===== config.mk =====
export PLATFORM = sky130hd
export DESIGN_NAME = decode_ereg
export DESIGN_NICKNAME = d
export VERILOG_FILES = /design/src/rtl/decode_ereg.sv
export SDC_FILE = /design/constraint.sdc
export NUM_CORES = 2
export LEC_CHECK = 0
export ABC_AREA = 1
export CORE_MARGIN = 10
export CORE_UTILIZATION = 33
export CTS_CLUSTER_SIZE = 40
export DETAILED_ROUTE_END_ITERATION = 16
export PLACE_DENSITY = 0.57
export SYNTH_ARGS = -nofsm -noshare
export SYNTH_HDL_FRONTEND = slang
export SYNTH_SLANG_ARGS = --single-unit

===== constraint.sdc =====
create_clock -name clk -period 5 [get_ports clk]
set_input_delay 0.75 -clock clk [delete_from_list [all_inputs] [get_ports clk]]
set_output_delay 0.75 -clock clk [all_outputs]
set_load 0.01 [all_outputs]

===== src/rtl/decode_ereg.sv =====
// Y86-64 decode stage: register file, PIPE operand forwarding and the
// decode/execute (E) pipeline register with bubble insertion.
module decode_ereg (
   input  logic        clk,
   input  logic        rst,
   input  logic [3:0]  D_icode,
   input  logic [3:0]  D_ifun,
   input  logic [3:0]  D_stat,
   input  logic [63:0] D_valC,
   input  logic [63:0] D_valP,
   input  logic [3:0]  srcA,
   input  logic [3:0]  srcB,
   input  logic [3:0]  dstE,
   input  logic [3:0]  dstM,
   input  logic [3:0]  e_dstE,
   input  logic [63:0] e_valE,
   input  logic [3:0]  M_dstE,
   input  logic [3:0]  M_dstM,
   input  logic [63:0] M_valE,
   input  logic [63:0] m_valM,
   input  logic [3:0]  W_dstE,
   input  logic [3:0]  W_dstM,
   input  logic [63:0] W_valE,
   input  logic [63:0] W_valM,
   input  logic        E_bubble,
   output logic [3:0]  E_icode,
   output logic [3:0]  E_ifun,
   output logic [3:0]  E_stat,
   output logic [63:0] E_valC,
   output logic [63:0] E_valA,
   output logic [63:0] E_valB,
   output logic [3:0]  E_dstE,
   output logic [3:0]  E_dstM,
   output logic [3:0]  E_srcA,
   output logic [3:0]  E_srcB,
   output logic [63:0] d_valA,
   output logic [63:0] d_valB
);

   localparam logic [3:0] RNONE = 4'hF;
   localparam logic [3:0] IJXX  = 4'h7;
   localparam logic [3:0] ICALL = 4'h8;
   localparam logic [3:0] INOP  = 4'h1;
   localparam logic [3:0] SAOK  = 4'h1;

   logic [63:0] rf_q [0:14];
   logic [63:0] rf_a, rf_b;

   logic [3:0]  e_icode_q, e_ifun_q, e_stat_q;
   logic [63:0] e_valc_q, e_vala_q, e_valb_q;
   logic [3:0]  e_dste_q, e_dstm_q, e_srca_q, e_srcb_q;

   // Writeback port: the M write is issued last so it wins a same-register conflict.
   always_ff @(posedge clk) begin
      if (rst) begin
         for (int i = 0; i < 15; i++) rf_q[i] <= '0;
      end else begin
         if (W_dstE != RNONE) rf_q[W_dstE] <= W_valE;
         if (W_dstM != RNONE) rf_q[W_dstM] <= W_valM;
      end
   end

   assign rf_a = (srcA == RNONE) ? 64'd0 : rf_q[srcA];
   assign rf_b = (srcB == RNONE) ? 64'd0 : rf_q[srcB];

   function automatic logic [63:0] fwd(input logic [3:0] src, input logic [63:0] rfv);
      if (src == RNONE)         return rfv;
      else if (src == e_dstE)   return e_valE;
      else if (src == M_dstM)   return m_valM;
      else if (src == M_dstE)   return M_valE;
      else if (src == W_dstM)   return W_valM;
      else if (src == W_dstE)   return W_valE;
      else                      return rfv;
   endfunction

   always_comb begin
      d_valA = fwd(srcA, rf_a);
      if (D_icode == IJXX || D_icode == ICALL) d_valA = D_valP;
      d_valB = fwd(srcB, rf_b);
   end

   // ---- decode / execute boundary ----
   always_ff @(posedge clk) begin
      if (rst || E_bubble) begin
         e_icode_q <= INOP;
         e_ifun_q  <= 4'h0;
         e_stat_q  <= SAOK;
         e_valc_q  <= '0;
         e_vala_q  <= '0;
         e_valb_q  <= '0;
         e_dste_q  <= RNONE;
         e_dstm_q  <= RNONE;
         e_srca_q  <= RNONE;
         e_srcb_q  <= RNONE;
      end else begin
         e_icode_q <= D_icode;
         e_ifun_q  <= D_ifun;
         e_stat_q  <= D_stat;
         e_valc_q  <= D_valC;
         e_vala_q  <= d_valA;
         e_valb_q  <= d_valB;
         e_dste_q  <= dstE;
         e_dstm_q  <= dstM;
         e_srca_q  <= srcA;
         e_srcb_q  <= srcB;
      end
   end

   assign E_icode = e_icode_q;
   assign E_ifun  = e_ifun_q;
   assign E_stat  = e_stat_q;
   assign E_valC  = e_valc_q;
   assign E_valA  = e_vala_q;
   assign E_valB  = e_valb_q;
   assign E_dstE  = e_dste_q;
   assign E_dstM  = e_dstm_q;
   assign E_srcA  = e_srca_q;
   assign E_srcB  = e_srcb_q;

endmodule

==> metrics.csv <==
stage,metric,value,unit
run_status,outcome,"complete, no violations",
detailed_routing,DRT Pass-1 Iters,9,
flow_run,total of max-cap violations,0,
yosys,YS warnings,0,
global_routing,GRT Total Usage,31.2,%
floorplanning,Chip Height,505,um
cts,CTS tree,done,
sta,Slew @ Worst Pin,1.45,ns
critical_path,crit path capture type,output port,
yosys,number of synthesized flops with an enable pin,1024,
floorplanning,Site Rows,177,
detailed_routing,drt drc,0,
cts,clock slew at reported path FFs,0.06,ns
detailed_routing,detailed-route via count,83699,
power,Comb power frac,23.9,%
critical_path,critical path type,in -> out,
global_routing,pin count of the biggest net entering global routing,162,
cts,htree depth,4,
sta,worst hold margin,0.461,ns
place,Port-buffer cells,846,
sta,Post-Route Setup TNS,0,ns
power,Leakage Power,40.7,nW
cts,PostCTS Resize Cnt,0,
sta,final setup violation count,0,
global_routing,total global routing overflow,0,
place,gpl congestion,0.977,
yosys,Synth Flop Type,edfxtp_1,
finish,Fillers,23729,
sta,post-layout min period,4.81,ns
finish,design area,94200,um^2
sta,Worst Clk Skew,0.0371,ns
yosys,count of cell types in the netlist,34,
cts,Worst-Skew Late Latency,0.83,ns
detailed_routing,Wirelength per Cell,29.3,um
floorplanning,die width,505,um
power,internal power,20.3,mW
sta,final period utilization,96.2,%
yosys,Syn Area/Cell,7.19,um^2
cts,CTS root buffer,clkbuf_16,
power,register share of total power,40.5,%
global_routing,first-pass GRT wire length,586000,um
finish,Layout Nets,11608,
detailed_routing,Via density,5.81,
finish,share of cells above drive strength 1,4.99,%
critical_path,WP data required,4.25,ns
critical_path,worst endpoint data arrival time,4.06,ns
cts,CTS Hold Bufs,0,
floorplanning,Starting Density,33.3,%
detailed_routing,DR iter-0 viols,12713,
detailed_routing,Detailed Route WL,422000,um
floorplanning,num ports,847,
yosys,post-synthesis register bit count,1244,
sta,Max Slew Vio Count,0,
power,switching pwr,9.99,mW
yosys,Post-Syn Instances,10791,
sta,Worst slew margin,3.10,%
power,PD cells,322,nW/um^2
hold_path,hold crit path type,in -> reg,
global_routing,vias in the first global route,80218,
sta,unrepaired setup endpoints after global routing,false,
power,worst vdd ir,0.000292,V
cts,Clock Path Buffers,3,
place,Post-DP Area,89500,um^2
finish,Area Overhead vs Synth,21.4,%
power,Pwr Total,30.3,mW
place,dpl hpwl,250000,um
yosys,ys async rst share,0,%
yosys,sequential element share of the synthesized area,45.3,%
sta,Fmax achieved,0.208,GHz
cts,# Post-CTS Setup Buffers,0,
global_routing,antenna violations before repair,69,
floorplanning,die area,255000,um^2
power,Switching Share,32.9,%
floorplanning,CORE AREA,233000,um^2
cts,TritonCTS Buffers,146,
detailed_routing,ANT nets after route,0,
finish,"most common cell after layout, fill and taps aside",nand2_1,
sta,Fin. Hold Viols,0,
critical_path,startpoint types,input port,
cts,Clock Sink Count,1244,
critical_path,worst-path fanout max,19,
yosys,Mapped Area,77600,um^2
finish,most frequent cells in the layout,"2871 x nand2_1, 1687 x inv_1, 1024 x edfxtp_1, 963 x nand3_1, 962 x o22ai_1",
power,Clk network pwr share,35.6,%
[path summary, 6_finish.rpt]
path	cells past startpoint	start	slack, ns	to
worst min register to register	12	rf_q[8][46]	1.14	E_valB[46]
worst max-delay path	14	W_dstE[1]	0.19	d_valB[8]
worst max register to register	14	rf_q[9][16]	2.83	E_valB[16]
worst min-delay path	3	D_valC[42]	0.46	E_valC[42]
[Yosys cell counts (7+ instances only)]
cell	count	area share (%)
o21ai_0	706	4.6
edfxtp_1	1024	40
clkbuf_1	654	3.2
o22ai_1	962	7.8
nor3_1	8	0.052
dfxtp_1	220	5.7
nor2_1	434	2.1
buf_2	265	1.7
buf_1	57	0.28
o211ai_1	164	1.6
buf_4	13	0.13
inv_2	7	0.034
xor2_1	12	0.14
xnor2_1	24	0.27
buf_6	8	0.12
clkinv_1	64	0.31
inv_1	1692	8.2
nand3_1	974	6.3
or2_2	9	0.073
o21ai_1	155	1.0
a21oi_1	404	2.6
nand2_1	2905	14
a21oi_2	10	0.11
[through the flow]
| step | util (%) | instances | worst slack [ns] |
|---|---|---|---|
| 6_report | 40.4 | 14400 | 0.190 |
| 5_1_grt | 40.4 | 14381 | 0.135 |
| 4_1_cts | 40.4 | 14360 | 0.297 |
| 3_5_place_dp | 38.4 | 14093 | 0.302 |
| 3_3_place_gp | 38.4 | 14093 | 0.322 |
| 2_1_floorplan | - | 10854 | 0.257 |
[cell type report]
class	count	area (um^2)	share of cell area, %
Sequential cell	1244	35200	37.3
Multi-Input combinational cell	6846	32100	34.1
Timing Repair Buffer	1107	11600	12.3
Inverter	1764	6660	7.07
Tap cell	3132	3920	4.16
Clock buffer	188	3890	4.13
Clock inverter	79	744	0.790
Antenna cell	40	100	0.106
[critical path, stage by stage]
cell,delay [ns]
clkdlybuf4s50_1,0.52
xor2_1,0.22
a21oi_2,0.28
nand2_4,0.52
o21ai_1,0.31
inv_1,0.06
nand2_1,0.07
nand2_1,0.05
nand2_1,0.34
nand2_1,0.11
nand2_1,0.11
nand2_1,0.08
inv_1,0.06
clkdlybuf4s50_1,0.56
[cells by family (layout without fill, tap and decap cells)]
family,Yosys count,count (layout),synth area share [%]
other,1,104,0.00483
DFF,1244,1244,45.3
buffers and inverters,2764,3138,13.9
xor gates and xnor gates,36,36,0.406
AOI/OAI and AO/OA,2404,2404,17.7
and+or+nand+nor,4342,4342,22.7
[power by group through the flow]
| stage | Clock (mW) | Sequential (mW) | Combinational (mW) |
|---|---|---|---|
| global route | 11.2 | 12.4 | 7.71 |
| detailed placement | 0 | 12.5 | 7.04 |
| finish | 10.8 | 12.3 | 7.24 |
| floorplan | 0 | 12.5 | 3.53 |
| CTS | 10.8 | 12.3 | 7.07 |
| global placement | 0 | 12.5 | 6.99 |
[state kept, by name (all words and copies together) (netlist names)]
name and flops:
E_dstE 4, E_dstM 4, E_icode 4, E_ifun 4
E_srcA 4, E_srcB 4, E_stat 4, E_valA 64
E_valB 64, E_valC 64, rf_q 1024
[routing by layer]
metal	vias up	part of all wire, %	global-route usage, %
li1	36164	-	-
met1	39171	35	37.0
met3	1691	13	8.41
met5	-	0.052	0
met2	6641	44	48.3
met4	32	8.6	23.4
Note: power is estimated with default switching activity, not from simulation.
